===== config.mk =====
export PLATFORM = sky130hd
export DESIGN_NAME = serial_tx
export DESIGN_NICKNAME = d
export VERILOG_FILES = /design/src/rtl/serial_pkg.sv /design/src/rtl/baud_tick_gen.sv /design/src/rtl/serial_tx.sv
export SDC_FILE = /design/constraint.sdc
export NUM_CORES = 1
export LEC_CHECK = 0
export ABC_CLOCK_PERIOD_IN_PS = 1800
export BUFFER_PORTS_ARGS = -buffer_cell sky130_fd_sc_hd__buf_2
export CAP_MARGIN = 25
export CORE_ASPECT_RATIO = 0.9
export CORE_MARGIN = 10
export CORE_UTILIZATION = 55
export CTS_BUF_LIST = sky130_fd_sc_hd__clkbuf_2 sky130_fd_sc_hd__clkbuf_4 sky130_fd_sc_hd__clkbuf_8
export DETAILED_ROUTE_END_ITERATION = 6
export PLACE_DENSITY = 0.77
export REMOVE_ABC_BUFFERS = 1
export SYNTH_ARGS = -nofsm -noshare
export SYNTH_HDL_FRONTEND = slang
export SYNTH_HIERARCHICAL = 1
export SYNTH_SLANG_ARGS = --single-unit

===== constraint.sdc =====
create_clock -name clk -period 1.8 [get_ports clk]
set_input_delay 0.09 -clock clk [delete_from_list [all_inputs] [get_ports clk]]
set_output_delay 0.09 -clock clk [all_outputs]
set_load 0.03 [all_outputs]

===== src/rtl/serial_pkg.sv =====
// Shared types and constants for the serial transmitter slice.
// The PARITY state is always present so the state encoding is identical in every build.
package serial_pkg;

    typedef enum logic [2:0] {
        IDLE,
        START,
        DATA,
        PARITY,
        STOP
    } tx_state_t;

    localparam logic TX_IDLE_LEVEL = 1'b1;

endpackage


===== src/rtl/baud_tick_gen.sv =====
// Bit-period timer: tick is high on the last clock of each CLKS_PER_BIT-cycle bit period.
// clr holds the count at zero so the first period after clr drops is a full one.
module baud_tick_gen #(
    parameter int CLKS_PER_BIT = 4
) (
    input  logic clk,
    input  logic rst,
    input  logic clr,
    output logic tick
);

    localparam int CW = (CLKS_PER_BIT > 1) ? $clog2(CLKS_PER_BIT) : 1;

    if (CLKS_PER_BIT < 1) begin : g_bad_clks_per_bit
        $error("baud_tick_gen: CLKS_PER_BIT must be >= 1");
    end

    logic [CW-1:0] cnt;

    assign tick = (cnt == CW'(CLKS_PER_BIT - 1));

    always_ff @(posedge clk) begin
        // NOTE: sequential state uses non-blocking assignments so every flop samples pre-edge values.
        if (rst || clr || tick) begin
            cnt <= '0;
        end else begin
            cnt <= cnt + CW'(1);
        end
    end

endmodule


===== src/rtl/serial_tx.sv =====
// Start/stop-framed serial transmitter, LSB first, every output registered.
// Define SERIAL_TX_PARITY_EN to insert an even-parity bit between the data and stop bits.
module serial_tx
    import serial_pkg::*;
#(
    parameter int WIDTH        = 8,
    parameter int CLKS_PER_BIT = 4
) (
    input  logic             clk,
    input  logic             rst,
    input  logic [WIDTH-1:0] din,
    input  logic             newd,
    output logic             ready,
    output logic             tx,
    output logic             busy,
    output logic             done
);

    localparam int BW = (WIDTH > 1) ? $clog2(WIDTH) : 1;

    tx_state_t        state, state_n;
    logic [BW-1:0]    bit_cnt, bit_cnt_n;
    logic [WIDTH-1:0] shreg, shreg_n;
    logic             tx_n, ready_n, busy_n, done_n;
    logic             tick, tick_clr;
`ifdef SERIAL_TX_PARITY_EN
    logic             parity, parity_n;
`endif

    // The bit timer idles at zero, so every state entered on tick starts a full bit period.
    assign tick_clr = (state == IDLE);

    baud_tick_gen #(
        .CLKS_PER_BIT(CLKS_PER_BIT)
    ) u_tick (
        .clk (clk),
        .rst (rst),
        .clr (tick_clr),
        .tick(tick)
    );

    always_comb begin
        // NOTE: every always_comb output gets a default first so no path can infer a latch.
        state_n   = state;
        bit_cnt_n = bit_cnt;
        shreg_n   = shreg;
        tx_n      = tx;
        ready_n   = ready;
        busy_n    = busy;
        done_n    = 1'b0;
`ifdef SERIAL_TX_PARITY_EN
        parity_n  = parity;
`endif
        case (state)
            IDLE: begin
                if (newd && ready) begin
                    state_n = START;
                    shreg_n = din;
                    tx_n    = 1'b0;
                    ready_n = 1'b0;
                    busy_n  = 1'b1;
`ifdef SERIAL_TX_PARITY_EN
                    parity_n = ^din;
`endif
                end
            end
            START: begin
                if (tick) begin
                    state_n   = DATA;
                    bit_cnt_n = '0;
                    tx_n      = shreg[0];
                    shreg_n   = shreg >> 1;
                end
            end
            DATA: begin
                if (tick) begin
                    if (bit_cnt == BW'(WIDTH - 1)) begin
                        bit_cnt_n = '0;
`ifdef SERIAL_TX_PARITY_EN
                        state_n   = PARITY;
                        tx_n      = parity;
`else
                        state_n   = STOP;
                        tx_n      = TX_IDLE_LEVEL;
`endif
                    end else begin
                        bit_cnt_n = bit_cnt + BW'(1);
                        tx_n      = shreg[0];
                        shreg_n   = shreg >> 1;
                    end
                end
            end
`ifdef SERIAL_TX_PARITY_EN
            PARITY: begin
                if (tick) begin
                    state_n = STOP;
                    tx_n    = TX_IDLE_LEVEL;
                end
            end
`endif
            STOP: begin
                if (tick) begin
                    state_n = IDLE;
                    done_n  = 1'b1;
                    ready_n = 1'b1;
                    busy_n  = 1'b0;
                end
            end
            default: begin
                state_n = IDLE;
                tx_n    = TX_IDLE_LEVEL;
                ready_n = 1'b1;
                busy_n  = 1'b0;
            end
        endcase
    end

    always_ff @(posedge clk) begin
        if (rst) begin
            state   <= IDLE;
            bit_cnt <= '0;
            shreg   <= '0;
            tx      <= TX_IDLE_LEVEL;
            ready   <= 1'b1;
            busy    <= 1'b0;
            done    <= 1'b0;
`ifdef SERIAL_TX_PARITY_EN
            parity  <= 1'b0;
`endif
        end else begin
            state   <= state_n;
            bit_cnt <= bit_cnt_n;
            shreg   <= shreg_n;
            tx      <= tx_n;
            ready   <= ready_n;
            busy    <= busy_n;
            done    <= done_n;
`ifdef SERIAL_TX_PARITY_EN
            parity  <= parity_n;
`endif
        end
    end

endmodule


== Word level (Yosys, flattened, before mapping) ==
Cells that the tools add are included.

* Logic and storage cells: 61
* Input port bits: 11
* Output and inout port bits: 4
* Register bits after elaboration: 20

* $add $sub $neg: 2
* Multiplexer cells: 25
* Bitwise operators: 2
* Reductions and logical operators: 13
* Eq/ne operators: 11

{| class="wikitable"
|+ Operators by type and width
! kind !! number
|-
| $mux 8 || 4
|-
| $pmux 8 s3 || 1
|-
| $mux 3 || 7
|-
| $pmux 3 s4 || 1
|-
| $reduce_and 5->1 || 2
|-
| $mux 1 || 8
|-
| $eq 3x3->1 const B || 2
|-
| $ne 2x1->1 const B || 3
|-
| $ne 2x2->1 const B || 3
|-
| $pmux 1 s3 || 2
|-
| $pmux 3 s2 || 1
|-
| $reduce_and 3->1 || 2
|-
| $pmux 1 s4 || 1
|-
| $reduce_and 4->1 || 1
|-
| $reduce_or 2->1 || 2
|-
| $add 3x1->3 const B || 1
|-
| $eq 3x1->1 const B || 1
|-
| $eq 3x2->1 const B || 1
|-
| $logic_not 3->1 || 1
|-
| $reduce_bool 3->1 || 1
|-
| $add 2x1->2 const B || 1
|-
| $eq 2x2->1 const B || 1
|-
| $logic_or 1x1->1 || 2
|-
| $not 1->1 || 2
|-
| 2 further kinds || 2
|}

== Depth between registers and ports, before layout ==
* Depth after elaboration: 4
* Mapped depth: 6

== By module ==
The synthesis kept the hierarchy.

{| class="wikitable"
|+ By module, submodules not included
! module !! cells an instance !! area each (µm²) !! sequential area each (µm²) !! times used
|-
| serial_tx || 118 || 950.9 || 360.3 || 1
|-
| baud_tick_gen || 5 || 80.1 || 40.0 || 1
|}

== Worst setup path after synthesis ==
No wires, ideal clock.

* Path kind: register to register
* Start point: register bit_cnt[0]
* End point: register shreg[0]
* Setup slack: 0.299 ns
* Clock period less this slack: 1.501 ns
* Stages on the path, launching flop included: 7
* Arrival: 1.410 ns
* Cells stage by stage: dfxtp_1 -> ha_1 -> ha_1 -> o21ai_1 -> a21boi_2 -> a21oi_1 -> a311oi_1

* Word-level cells in the longest chain between the ends: 3

{| class="wikitable"
|+ Ends and longest elaborated chain
! what !! line !! source
|-
| start: declaration || serial_tx.sv:22 || <nowiki>logic [BW-1:0] bit_cnt, bit_cnt_n;</nowiki>
|-
| start signal: assignment || serial_tx.sv:132 || <nowiki>bit_cnt <= bit_cnt_n;</nowiki>
|-
| $eq 3x3->1 || serial_tx.sv:77 || <nowiki>if (bit_cnt == BW'(WIDTH - 1)) begin</nowiki>
|-
| $ne 2x2->1 (no source line) || -- ||
|-
| $reduce_and 5->1 (no source line) || -- ||
|-
| end signal: assignment || serial_tx.sv:133 || <nowiki>shreg <= shreg_n;</nowiki>
|-
| end: declaration || serial_tx.sv:23 || <nowiki>logic [WIDTH-1:0] shreg, shreg_n;</nowiki>
|}

Every way passes these cells.
A chain may end at the register's enable or synchronous reset.

== Worst setup path after layout ==
* Start point: register bit_cnt[0]
* End point: register shreg[1]

The elaborated chain is that of the path after synthesis.

==> results.ini <==
[run_status]
status=completed

[sta]
fin_crit_sh_pct=94.2
hold_violations=0
maxSlewHeadroom_pct=61.5
setup_violations=0
worstMarginPinSlew_ns=0.577
max_freq_mhz=590
tns_ns=0
final.setup_skew_ns=0.0123
finalCriticalPeriod_ns=1.70
maxSlewViolCount=0
fin_ws_ns=0.105
hold-worst-slack_ns=0.0469

[power]
peakVddDrop_v=0.000648
p_comb_share_pct=17.6
finalPower_mw=1.06
cellPowerDensity_nw_per_um2=892
power_leakage_nw=0.457
swShare_pct=26.7
intPower_mw=0.778
seqPwrFrac_pct=47.3
p_clk_share_pct=35.1
power_switching_mw=0.284

[finish]
seqCellArea_um2=402
final_cell_area_um2=1190
drive_gt1_share_pct=21.9
fin_util_pct=69.3
syn_to_final_growth_pct=15.4
nets=152
fin_cells=161
multi_input_area_um2=591
nFillCells=157
n_antenna_cell=0

[yosys]
yosysWarnings=6
yosysUniqueCellTypes=36
synth.avg_cell_area_um2=8.38
syn_area_um2=1030
ys_ff_latch=20
syn-instance-count=123
ys_seq_area_share_pct=38.8

[grt]
gr-total-overflow=0
grt_pass1_wl_mm=3.95
antenna_found_initial=0
grt_max_degree=22
grt_pass1_vias=905
grt.total_usage_pct=12.3

[place]
dp_hpwl_mm=1.64
dp_slack_ns=0.0878
io_buffers=14
gp_congestion=0.852
dp_cells=157
place_area_um2=1130

[route]
drtPass1Iterations=4
vias=978
ant_nets=0
drt-total-wl_mm=2.39
drt-vias-per-instance=6.07
drc=0
drt_iter0_drc=30
post_drt_wl_per_cell_um=14.8

[die]
die_w_um=65.6
initial_utilization_pct=60.1
fp-row-count=14
coreArea_um2=1720
dieArea_um2=4010
ios=15
die_h_um=61.1

[min_path]
hold_class=in -> reg
whs_path_depth=3
whs_endpoint=shreg[4]
min_from=din[4]

[critical_path]
cp_max_fo=7
timing.rr.end=shreg[1]
cp_data_arrival_time_ns=1.92
regToRegSetupSlack_ns=0.10
reg2reg_depth=6
r2r_start=bit_cnt[0]
cp.required_ns=2.03
worstSetupPathType=reg -> reg
worstSetupEndpointType=flop
startpoint_type=flop

[clock_network]
cts_tree=built
cts_made_buffers=3
ctsLongestPathBuffers=2
numClockSinks=20
clkTransAtPathRegs_ns=0.12
insertion_delay_ns=0.31
htreeDepth=1
cts-root-buf=clkbuf_4

[flow_run]
max-cap-violations=0

==> worst max path at each step <==
stage | startpoint | end | slack, ns | cells after the start
6_report | bit_cnt[0] | shreg[1] | 0.10 | 6
3_5_place_dp | bit_cnt[0] | shreg[1] | 0.09 | 6
2_1_floorplan | u_tick/cnt[0] | shreg[0] | 0.19 | 5
5_1_grt | bit_cnt[0] | shreg[5] | -0.003 | 6
3_3_place_gp | bit_cnt[0] | shreg[2] | 0.14 | 6
4_1_cts | bit_cnt[0] | shreg[1] | 0.08 | 6
==> routing by layer <==
layer / wire length (um) / vias to the layer above / track usage, % / part of all wire, %
met2: 1200 / 26 / 21.3 / 50
li1: - / 492 / - / -
met4: 13 / 0 / 3.96 / 0.54
met1: 1020 / 458 / 13.5 / 43
met3: 155 / 2 / 4.90 / 6.5
met5: 0 / - / 0 / 0
==> synthesized netlist by cell type <==
library cell / count / area (um2)
a32oi_1: 1 / 8.76
nor2_1: 10 / 37.5
inv_1: 2 / 7.51
o21ai_1: 2 / 10.0
or3_1: 2 / 12.5
xnor2_2: 1 / 16.3
nand4b_1: 1 / 8.76
or2_1: 1 / 6.26
nor4_2: 1 / 12.5
o21ai_0: 9 / 45.0
mux2i_1: 1 / 10.0
a211oi_1: 3 / 22.5
nand4_1: 2 / 12.5
clkbuf_1: 6 / 22.5
a31oi_1: 2 / 12.5
o31ai_1: 2 / 15.0
a311oi_1: 6 / 52.6
nand2b_1: 1 / 6.26
xor2_1: 1 / 8.76
nor2_4: 1 / 11.3
nor3_1: 5 / 25.0
a32o_1: 1 / 10.0
buf_4: 2 / 15.0
nand2_1: 10 / 37.5
a22oi_1: 1 / 7.51
buf_2: 1 / 5.00
nor2b_1: 1 / 6.26
ha_1: 3 / 37.5
nor4_1: 2 / 12.5
nor4b_2: 1 / 15.0
a21o_1: 2 / 15.0
o21bai_1: 1 / 7.51
dfxtp_1: 20 / 400
a21oi_1: 16 / 80.1
and2_1: 1 / 6.26
a21boi_2: 1 / 11.3
==> cell usage in the layout (no fill, tap or decap), types with 2 or more instances in the layout <==
cell type	netlist	routed
a21oi_1	16	16
clkbuf_4	0	3
a31oi_1	2	2
o31ai_1	2	2
nand4_1	2	2
or3_1	2	2
o21ai_1	2	2
a21o_1	2	2
dfxtp_1	20	19
buf_2	1	14
a311oi_1	6	6
nand2_1	10	10
nor3_1	5	5
ha_1	3	3
inv_1	2	2
buf_4	2	5
a211oi_1	3	3
nor2_1	10	9
nor4_1	2	2
o21ai_0	9	9
==> kinds of logic after synthesis <==
family,count (synthesis),share of synthesized area [%]
AO/OA/AOI/OAI,47,28.9
AND/OR/NAND/NOR,39,20.4
flip-flops,20,38.8
buffers and inverters,11,4.85
adder cells (fa/ha/maj),3,3.64
XOR/XNOR,2,2.43
multiplexers,1,0.971
==> state kept, by name, summed over array words and instances (netlist names) <==
| name | flops |
|---|---|
| state | 3 |
| u_tick/cnt | 2 |
| done | 1 |
| bit_cnt | 3 |
| shreg | 8 |
| tx | 1 |
| busy | 1 |
| ready | 1 |
==> power by group through the flow <==
stage / combinational (mW) / clock (mW) / sequential (mW)
CTS: 0.182 / 0.379 / 0.501
finish: 0.187 / 0.372 / 0.502
floorplan: 0.106 / 0 / 0.524
detailed placement: 0.181 / 0 / 0.511
global placement: 0.176 / 0 / 0.509
global route: 0.209 / 0.394 / 0.506
==> area by class of cell <==
class	count	share of cell area (%)
Multi-Input combinational cell	92	49.6
Sequential cell	20	33.8
Timing Repair Buffer	19	9.04
Clock inverter	1	2.52
Tap cell	24	2.52
Clock buffer	3	1.89
Inverter	2	0.631
==> critical path: stages (launching register included) <==
cell and delay (ns):
dfxtp_1 0.34, ha_1 0.19, ha_1 0.24, o21ai_1 0.19, a21boi_4 0.30, a21oi_1 0.10
a311oi_1 0.26
==> what timing repair did <==
action,in CTS,in global routing
hold buffers,0,0
hold endpoints to repair,0,0
setup buffers,0,0
gates resized for setup,0,3
setup endpoints to repair,0,6
Note: power is estimated with default switching activity, not from simulation.
